<file path="src/rtl/intc_pkg.sv">
// intc_pkg: shared state encoding and register map for int_ctrl.
package intc_pkg;
  typedef enum logic [1:0] {
    IDLE    = 2'd0,
    REQ     = 2'd1,
    SERVICE = 2'd2
  } intc_state_e;
  localparam logic [1:0] INTC_MASK = 2'd0;
  localparam logic [1:0] INTC_EDGE = 2'd1;
  localparam logic [1:0] INTC_PEND = 2'd2;
  localparam logic [1:0] INTC_STAT = 2'd3;
endpackage

</file>
<file path="src/rtl/intc_prio_enc.sv">
// intc_prio_enc: lowest-index-first priority encoder, reports any request plus winner index.
module intc_prio_enc #(
  parameter int N = 8
) (
  input  logic [N-1:0] req,
  output logic         any,
  output logic [4:0]   idx
);
  always_comb begin
    idx = '0;
    for (int i = N - 1; i >= 0; i--)
      if (req[i]) idx = 5'(i);
  end
  assign any = |req;
endmodule

</file>
<file path="src/rtl/int_ctrl.sv">
// int_ctrl: prioritised interrupt controller with MASK/EDGE/PEND/STATUS registers and ack/eoi handshake.
// Define INTC_SYNC_EN to pass each irq bit through a 2-flop synchronizer before sampling.
module int_ctrl
  import intc_pkg::*;
#(
  parameter int NSRC = 8
) (
  input  logic            clk,
  input  logic            rst,
  input  logic [NSRC-1:0] irq,
  output logic            INTin,
  output logic [31:0]     INTnum,
  input  logic            int_ack,
  input  logic            eoi,
  input  logic            cfg_we,
  input  logic [1:0]      cfg_addr,
  input  logic [31:0]     cfg_wdata,
  output logic [31:0]     cfg_rdata
);
  intc_state_e     r_state, w_state_nx;
  logic [NSRC-1:0] r_mask, r_edge, r_pend, r_hist;
  logic [NSRC-1:0] w_irq_s, w_rise, w_w1c, w_ack_clr, w_pend_nx, w_elig;
  logic [4:0]      r_num, r_isr, w_win, w_num_nx, w_isr_nx;
  logic            w_any, w_unused;
`ifdef INTC_SYNC_EN
  logic [NSRC-1:0] r_sync1, r_sync2;
  always_ff @(posedge clk or negedge rst)
    if (!rst) begin
      r_sync1 <= '0;
      r_sync2 <= '0;
    end else begin
      r_sync1 <= irq;
      r_sync2 <= r_sync1;
    end
  assign w_irq_s = r_sync2;
`else
  assign w_irq_s = irq;
`endif
  assign w_unused  = &{1'b0, cfg_wdata};
  assign w_rise    = w_irq_s & ~r_hist;
  assign w_w1c     = (cfg_we && cfg_addr == INTC_PEND) ? cfg_wdata[NSRC-1:0] & r_edge : '0;
  assign w_ack_clr = (r_state == REQ && int_ack) ? r_edge & (NSRC'(1) << r_num) : '0;
  // Edge bits: a new rise beats any clear in the same cycle; level bits track the input.
  assign w_pend_nx = (r_edge & (w_rise | (r_pend & ~(w_w1c | w_ack_clr)))) | (~r_edge & w_irq_s);
  assign w_elig    = r_pend & r_mask;
  intc_prio_enc #(.N(NSRC)) u_enc (
    .req(w_elig),
    .any(w_any),
    .idx(w_win)
  );
  always_comb begin
    w_state_nx = r_state;
    w_num_nx   = r_num;
    w_isr_nx   = r_isr;
    if (r_state == IDLE) begin
      if (w_any) begin
        w_state_nx = REQ;
        w_num_nx   = w_win;
      end
    end else if (r_state == REQ) begin
      if (int_ack) begin
        w_state_nx = SERVICE;
        w_isr_nx   = r_num;
      end else if (!w_any) w_state_nx = IDLE;
      else w_num_nx = w_win;
    end else if (eoi) w_state_nx = IDLE;
  end
  always_ff @(posedge clk or negedge rst)
    if (!rst) begin
      r_state <= IDLE;
      r_num   <= '0;
      r_isr   <= '0;
      r_mask  <= '0;
      r_edge  <= '0;
      r_pend  <= '0;
      r_hist  <= '0;
    end else begin
      r_state <= w_state_nx;
      r_num   <= w_num_nx;
      r_isr   <= w_isr_nx;
      r_pend  <= w_pend_nx;
      r_hist  <= w_irq_s;
      if (cfg_we && cfg_addr == INTC_MASK) r_mask <= cfg_wdata[NSRC-1:0];
      if (cfg_we && cfg_addr == INTC_EDGE) r_edge <= cfg_wdata[NSRC-1:0];
    end
  assign INTin     = r_state == REQ;
  assign INTnum    = 32'(r_num);
  assign cfg_rdata = cfg_addr == INTC_MASK ? 32'(r_mask) :
                     cfg_addr == INTC_EDGE ? 32'(r_edge) :
                     cfg_addr == INTC_PEND ? 32'(r_pend) :
                     {19'd0, r_isr, 6'd0, r_state};
endmodule

</file>
<file path="config.mk">
export PLATFORM = sky130hd
export DESIGN_NAME = int_ctrl
export DESIGN_NICKNAME = d
export VERILOG_FILES = /design/src/rtl/intc_pkg.sv /design/src/rtl/intc_prio_enc.sv /design/src/rtl/int_ctrl.sv
export SDC_FILE = /design/constraint.sdc
export NUM_CORES = 1
export LEC_CHECK = 0
export CAP_MARGIN = 20
export CORE_MARGIN = 2
export CORE_UTILIZATION = 60
export CTS_CLUSTER_SIZE = 8
export DETAILED_ROUTE_END_ITERATION = 8
export DONT_BUFFER_PORTS = 1
export GPL_TIMING_DRIVEN = 0
export PLACE_DENSITY = 0.81
export SYNTH_ARGS = -nofsm -noshare
export SYNTH_HDL_FRONTEND = slang
export SYNTH_HIERARCHICAL = 1
export SYNTH_SLANG_ARGS = --single-unit
</file>
<file path="constraint.sdc">
create_clock -name clk -period 4.5 [get_ports clk]
set_input_delay 0.9 -clock clk [delete_from_list [all_inputs] [get_ports clk]]
set_output_delay 0.9 -clock clk [all_outputs]
set_load 0.02 [all_outputs]
</file>
==> results of run 1 <==
## stage by stage
| step | worst slack, ns | utilization [%] | total power, mW | hold WS [ns] | cell area (sq um) |
|---|---|---|---|---|---|
| 6_report | 1.657 | 70.35 | 1.271 | 0.2854 | 2814 |
| 5_1_grt | 1.562 | 70.35 | 1.338 | 0.2593 | 2814 |
| 4_1_cts | 1.644 | 70.35 | 1.274 | 0.2770 | 2814 |
| 3_5_place_dp | 1.644 | 68.00 | 1.021 | 0.4864 | 2720 |
| 3_3_place_gp | 1.648 | 68.00 | 1.001 | 0.4785 | 2720 |
| 2_1_floorplan | 1.810 | - | 0.9393 | 0.4706 | 2658 |
## layout by cell type (no fill, tap or decap)
master       n
a21boi_0     1
a21oi_1      7
a22o_1       8
a31o_2       1
a31oi_1      2
and2_1       8
and2b_1      1
and3_1       6
and3b_1      2
and4bb_1     1
buf_2        4
buf_4       48
buf_6        2
clkbuf_1     4
clkbuf_2     1
clkbuf_8     6
clkinvlp_4   1
conb_1      48
dfrtp_1     44
inv_1        3
mux2_2      26
mux2i_1      6
mux4_2       2
nand2_1     24
nand3_1      3
nand3b_2     1
nand4_1      2
nand4b_1     4
nor2_1       5
nor2b_1      3
nor3b_4      1
nor4_2       1
o21ai_0      8
o21bai_1     1
o41ai_1      1
## final cells by class
type                       instances  area share [%]
inverter                           3          0.4002
buffer                            58           14.90
tap                               50           2.223
sequential                        44           39.13
clock inverter                     1          0.2668
clock buffer                       7           3.068
multi-input combinational        173           40.02
## flip-flops by register name, summed over array words and instances, names as in the netlist
register / cells
r_isr: 5
r_edge: 8
r_hist: 8
r_state: 2
r_mask: 8
r_pend: 8
r_num: 5
## power by group through the flow
stage                     Clock [mW]  Sequential, mW  Combinational [mW]
final                          0.254           0.599               0.418
after global routing           0.277           0.611               0.450
after CTS                      0.259           0.598               0.417
after detailed placement           0           0.605               0.415
after global placement             0           0.600               0.401
after floorplan                    0           0.578               0.362
## per-layer routing
layer,vias up,track usage [%]
met2,61,35.19
met4,0,6.750
met1,778,27.25
met5,-,0
met3,8,7.237
li1,809,-
## final timing paths
| path | slack [ns] | cells after the start | to | from |
|---|---|---|---|---|
| min reg2reg | 0.50 | 1 | r_isr[0] | r_isr[0] |
| max in group asynchronous | 4.12 | 0 | r_pend[6] | rst |
| min in group clk | 0.50 | 1 | r_isr[0] | r_isr[0] |
| max | 1.66 | 4 | cfg_rdata[4] | cfg_addr[0] |
| min | 0.29 | 0 | r_isr[4] | rst |
| max reg2reg | 2.66 | 6 | r_num[0] | r_mask[4] |
## cells by family (layout without fill, tap and decap cells)
kind of cell | after synthesis | count (layout)
AOI/OAI and AO/OA | 29 | 29
buffers and inverters | 61 | 69
DFF | 44 | 44
muxes | 34 | 34
other | 2 | 48
and+or+nand+nor | 62 | 62
==> metrics.log, run 1 <==
INFO  metric number_of_max_slew_violations_in_the_final_report = 0
INFO  metric drive_gt1_share = about a third
INFO  metric global_route_wire_length_before_repair = 7251 um
INFO  metric p_sw = 457.8 uW
INFO  metric synth-simple-area-share = between 10 and 15%
INFO  metric crit_required = between 3 and 4 ns
INFO  metric finalHoldViolCount = 0
INFO  metric finalWeightedCongestion = between 0.9 and 1
INFO  metric xor_xnor_cell_area_share_of_the_yosys_netlist = 0%
INFO  metric core-area = between 4000 and 5000 sq um
INFO  metric power_frac_seq = between 40% and 50%
INFO  metric setup_violations = 0
INFO  metric netlist_area = around 2500 sq um
INFO  metric cpMaxStageDelayCell = o21ai_0
INFO  metric dr_wl_met3 = roughly 370 um
INFO  metric synthDominantCellAreaShare = 44.31%
INFO  metric main_combinational_cell_family_by_area_after_synthesis = buffers and inverters
INFO  metric via_count_of_the_first_global_routing_pass = ~1500
INFO  metric cts-root-to-sink-buffers = 2
INFO  metric maxSlewHeadroom = around half
INFO  metric clock_insertion_delay_worst_skew = roughly 0.30 ns
INFO  metric drc_errors = 0
INFO  metric synth_ff_type = dfrtp_1
INFO  metric synth_async_sr_flop_share = between 90% and 100%
INFO  metric drt_iter0_markers = 56
INFO  metric synth.area.mux_share = between 15 and 20%
INFO  metric highest_layer = met4
INFO  metric postCtsHoldBufs = 0
INFO  metric number_of_enable_flip_flop_cells_after_synthesis = 0
INFO  metric top_cells_by_area_synth = dfrtp_1 (44%), buf_4 (15%), mux2_2 (12%)
INFO  metric die_outline_area = between 4000 and 5000 sq um
INFO  metric floorplan.io_pins = ~110
INFO  metric outcome = finished clean
INFO  metric postCtsSetupRepairBufs = 0
INFO  metric h_tree_levels = 2
INFO  metric design.final.nets = between 300 and 400
INFO  metric detailed_place_hpwl = 3665 um
INFO  metric globalRoute.totalOverflow = 0
INFO  metric pin_count_of_the_biggest_net_entering_global_routing = 45
INFO  metric p_leak = 1.424 nW
INFO  metric drt-pass1-iter-count = 4
INFO  metric num-fill-cells = between 300 and 400
INFO  metric die-width = just under 70 um
INFO  metric die_height = 68.36 um
INFO  metric cp_num_buf_inv = 2
INFO  metric ir_worst_vdd = between 0.3 and 0.4 mV
INFO  metric hp-class = in2async
INFO  metric drtAntennaViolNets = 0
INFO  metric num_rows = 23
INFO  metric track_usage = a little over a fifth
INFO  metric postSynthCellCount = approximately 230
INFO  metric cells_after_dpl = 328
INFO  metric port_buffers = 0
INFO  metric synthAdderAreaFrac = 0%
INFO  metric power.combinational.fraction = about a third
INFO  metric cts_tree = yes
INFO  metric rsz0062_at_grt = false
INFO  metric timing.critical_path.cells = buf_6, buf_2, mux2i_1, o21ai_0
INFO  metric synth_compound_area_share = 7.654%
INFO  metric number_of_register_bits_inferred_by_synthesis = between 40 and 50
INFO  metric route.vias.total = 1656
INFO  metric grt_antenna_before_repair = 0
INFO  metric timing_worst_setup_path_type = in2out
INFO  metric wl_met1 = roughly 2000 um
INFO  metric wire_per_inst = approximately 15 um
INFO  metric synthMostInstantiatedCell = buf_4
INFO  metric power_per_cell_area = ~450 nW/um^2
INFO  metric arrival_time_at_the_worst_endpoint = approximately 1.9 ns
INFO  metric floorplan.initialDensity = 62.12%
INFO  metric post_synth_num_cell_types = 33
INFO  metric average_size_of_a_mapped_cell = roughly 11 sq um
INFO  metric multi_input_area = 1126 sq um
INFO  metric count_of_inserted_antenna_diode_cells = 0
INFO  metric cell_count_final_fillers_out = roughly 340
INFO  metric finalCriticalPeriod = approximately 2.8 ns
INFO  metric via_per_inst = 4.929
INFO  metric end_kind = primary output
INFO  metric synth_largest_area_cell = dfrtp_1
INFO  metric switching_share = 36.03%
INFO  metric drv.max_cap_violation_count = 0
INFO  metric tritoncts_num_sinks = 44
INFO  metric timing.critical_path.from_type = input pin
INFO  metric p_int = 813.0 uW
INFO  metric cts-resized-gates = 0
INFO  metric p_r_area_growth_vs_syn = 13.24%
INFO  metric power.clock.fraction = between 20% and 30%
INFO  metric layout.area.seq = ~1100 sq um
INFO  metric clkTransAtPathRegs = roughly 0.080 ns
INFO  metric critical-path-top-delay-family = compound AO/OA/AOI/OAI gates
INFO  metric setup_total_neg_slack = 0 ns
INFO  metric cts_buffers = 5
INFO  metric tightestPinTransition = 0.7252 ns
INFO  metric detail_route.wirelength = 4894 um
INFO  metric critPathMaxFanout = 10
INFO  metric synth-seq-area-share = ~44%
INFO  metric max_freq = between 0.3 and 0.4 GHz
INFO  metric met2WireLength = ~2400 um
INFO  metric most_instantiated_cells_after_synthesis = buf_4 (48), dfrtp_1 (44), mux2_2 (26)
INFO  metric synth_warn = 6
INFO  metric timing.critical_path.slowest_cell_delay = about 0.54 ns
INFO  metric clk_root_buffer_cell = clkbuf_8
INFO  metric final_clock_period_utilization_by_the_worst_path = a little over three fifths
INFO  metric finClkSkew = 0.01043 ns
No activity file was read; power rests on OpenSTA's default activity.
==> inputs of run 2 (changes only) <==
--- a/config.mk
+++ b/config.mk
@@ -7,12 +7,12 @@
 export LEC_CHECK = 0
 export CAP_MARGIN = 20
 export CORE_MARGIN = 2
-export CORE_UTILIZATION = 60
+export CORE_UTILIZATION = 57
 export CTS_CLUSTER_SIZE = 8
 export DETAILED_ROUTE_END_ITERATION = 8
 export DONT_BUFFER_PORTS = 1
 export GPL_TIMING_DRIVEN = 0
-export PLACE_DENSITY = 0.81
+export PLACE_DENSITY = 0.8
 export SYNTH_ARGS = -nofsm -noshare
 export SYNTH_HDL_FRONTEND = slang
 export SYNTH_HIERARCHICAL = 1
==> constraint.sdc (replaced) <==
create_clock -name clk -period 2.6 [get_ports clk]
set_input_delay 0.52 -clock clk [delete_from_list [all_inputs] [get_ports clk]]
set_output_delay 0.52 -clock clk [all_outputs]
set_load 0.02 [all_outputs]
==> metrics.log, run 2 (same netlist as run 1, synthesis figures left out) <==
INFO  metric die_outline_area = 4904 sq um (was 4672 sq um)
INFO  metric detail_route.wirelength = 4903 um (was 4894 um)
INFO  metric num_rows = 24 (was 23)
INFO  metric critPathMaxFanout = 10 (unchanged)
INFO  metric end_kind = primary output (unchanged)
INFO  metric drv.max_cap_violation_count = 0 (unchanged)
INFO  metric floorplan.initialDensity = 58.27% (was 62.12%)
INFO  metric drt-pass1-iter-count = 4 (unchanged)
INFO  metric timing.critical_path.cells = buf_6, buf_2, mux2i_1, o21ai_0 (unchanged)
INFO  metric via_per_inst = 4.953 (was 4.929)
INFO  metric arrival_time_at_the_worst_endpoint = 1.60 ns (was 1.94 ns)
INFO  metric timing.critical_path.from_type = input pin (unchanged)
INFO  metric floorplan.io_pins = 112 (unchanged)
INFO  metric die-width = 70.03 um (was 68.36 um)
INFO  metric pin_count_of_the_biggest_net_entering_global_routing = 45 (unchanged)
INFO  metric clk_root_buffer_cell = clkbuf_8 (unchanged)
INFO  metric num-fill-cells = 337 (was 326)
INFO  metric finalWorstSetupSlack = 0.4821 ns (was 1.657 ns)
INFO  metric final_clock_period_utilization_by_the_worst_path = around 81%
INFO  metric drtAntennaViolNets = 0 (unchanged)
INFO  metric setup_total_neg_slack = 0 ns (unchanged)
INFO  metric rsz0062_at_grt = false (unchanged)
INFO  metric clock_insertion_delay_worst_skew = 0.30 ns (about the same)
INFO  metric via_count_of_the_first_global_routing_pass = 1578 (was 1487)
INFO  metric cpMaxStageDelayCell = o21ai_0 (unchanged)
INFO  metric count_of_inserted_antenna_diode_cells = 0 (unchanged)
INFO  metric route.vias.total = 1674 (was 1656)
INFO  metric post-layout-total-power = 2.229 mW (was 1.271 mW)
INFO  metric h_tree_levels = 2 (unchanged)
INFO  metric clkTransAtPathRegs = 0.08 ns (about the same)
INFO  metric tritoncts_num_sinks = 44 (unchanged)
INFO  metric cts_buffers = 5 (unchanged)
INFO  metric drc_errors = 0 (unchanged)
INFO  metric die_height = 70.03 um (was 68.36 um)
INFO  metric crit_required = 2.08 ns (was 3.60 ns)
INFO  metric cells_after_dpl = 330 (was 328)
INFO  metric wire_per_inst = 14.51 um (was 14.57 um)
INFO  metric port_buffers = 0 (unchanged)
INFO  metric max_freq = about 0.47 GHz
INFO  metric drive_gt1_share = 33.22% (was 32.87%)
INFO  metric p_r_area_growth_vs_syn = 14.25% (was 13.24%)
INFO  metric number_of_max_slew_violations_in_the_final_report = 0 (unchanged)
INFO  metric outcome = finished clean (unchanged)
INFO  metric hp-class = in2async (unchanged)
INFO  metric setup_violations = 0 (unchanged)
INFO  metric power_per_cell_area = 785.1 nW/um^2 (was 451.6 nW/um^2)
INFO  metric detailed_place_hpwl = 3636 um (was 3665 um)
INFO  metric cts_tree = yes (unchanged)
INFO  metric ir_worst_vdd = 0.5309 mV (was 0.3793 mV)
INFO  metric grt_antenna_before_repair = 0 (unchanged)
INFO  metric finalWeightedCongestion = 0.9083 (was 0.9492)
INFO  metric grt.busiest_layer = met2 (unchanged)
INFO  metric grt.met3_usage = 6.205% (was 7.237%)
INFO  metric tightestPinTransition = 0.6866 ns (was 0.7252 ns)
INFO  metric maxSlewHeadroom = 53.75% (was 51.14%)
INFO  metric finalHoldViolCount = 0 (unchanged)
INFO  metric p_leak = 1.439 nW (was 1.424 nW)
INFO  metric globalRouteMet2Util = 34.81% (was 35.19%)
INFO  metric core-area = 4264 sq um (was 4000 sq um)
INFO  metric global_route_wire_length_before_repair = 7803 um (was 7251 um)
INFO  metric finalCriticalPeriod = around 2.1 ns
INFO  metric hold_ws = 0.05268 ns (was 0.2854 ns)
INFO  metric cts-root-to-sink-buffers = 2 (unchanged)
INFO  metric cell_count_final_fillers_out = 338 (was 336)
INFO  metric drt_iter0_markers = 117 (was 56)
INFO  metric design.final.nets = 333 (was 332)
INFO  metric pre_cts_slack = 0.4820 ns (was 1.644 ns)
INFO  metric most-common-layout-cells = buf_4 (48), conb_1 (48), dfrtp_1 (44), mux2_2 (26), nand2_1 (24) (unchanged)
INFO  metric track_usage = 20.96% (was 21.60%)
INFO  metric gr_layer_usage_met1 = 26.37% (was 27.25%)
INFO  metric globalRoute.totalOverflow = 0 (unchanged)
INFO  metric timing_worst_setup_path_type = in2out (unchanged)
INFO  metric finClkSkew = 0.004150 ns (was 0.01043 ns)
INFO  metric timing.critical_path.slowest_cell_delay = 0.56 ns (was 0.54 ns)
run 2: cell count changes in the layout (fill, tap and decap cells not counted):
cell and delta:
buf_12 +1, clkbuf_1 -1, clkbuf_8 +1, clkinvlp_4 -1
run 2: stage by stage:
step / instance area, sq um / utilization, %
after floorplan: 2658 / -
after global placement: 2723 / 63.85
after detailed placement: 2723 / 63.85
after CTS: 2839 / 66.58
after global routing: 2839 / 66.58
final: 2839 / 66.58
run 2: final cells by class:
class                      count  area [sq um]  area share (%)
inverter                       3         11.26          0.3967
buffer                        58         419.2           14.76
clock buffer                   7         96.34           3.394
multi-input combinational    173          1126           39.67
timing repair buffer           1         20.02          0.7052
tap                           52         65.06           2.292
sequential                    44          1101           38.78
run 2: path summary, 6_finish.rpt:
| check | from | end | cells past startpoint | slack [ns] |
|---|---|---|---|---|
| max in group asynchronous | rst | r_pend[7] | 1 | 2.33 |
| hold / removal | rst | r_pend[0] | 1 | 0.05 |
| setup reg to reg | r_pend[4] | r_num[0] | 6 | 0.82 |
| min in group clk | irq[6] | r_hist[6] | 0 | 0.24 |
| setup / recovery | cfg_addr[0] | cfg_rdata[3] | 4 | 0.48 |
| hold reg to reg | r_isr[4] | r_isr[4] | 1 | 0.50 |
run 2: power by group:
| group | internal, mW | switching, mW |
|---|---|---|
| Combinational | 0.343 | 0.396 |
| Sequential | 0.852 | 0.179 |
| Clock | 0.237 | 0.222 |
run 2: worst max-delay path: cells and delay by family:
kind | cells | cell delay, ns
multiplexers | 1 | 0.11
buffers and inverters | 2 | 0.40
AO/OA/AOI/OAI | 1 | 0.56
run 2: layer usage:
metal | wire (um) | vias to the layer above
li1 | - | 808
met3 | 401 | 6
met4 | 59 | 0
met5 | 0 | -
met1 | 1971 | 791
met2 | 2470 | 69
run 2: repair_timing:
action	4_1_cts	5_1_grt
gates resized for setup	0	0
hold endpoints to repair	44	0
buffers inserted	0	0
hold buffers	1	0
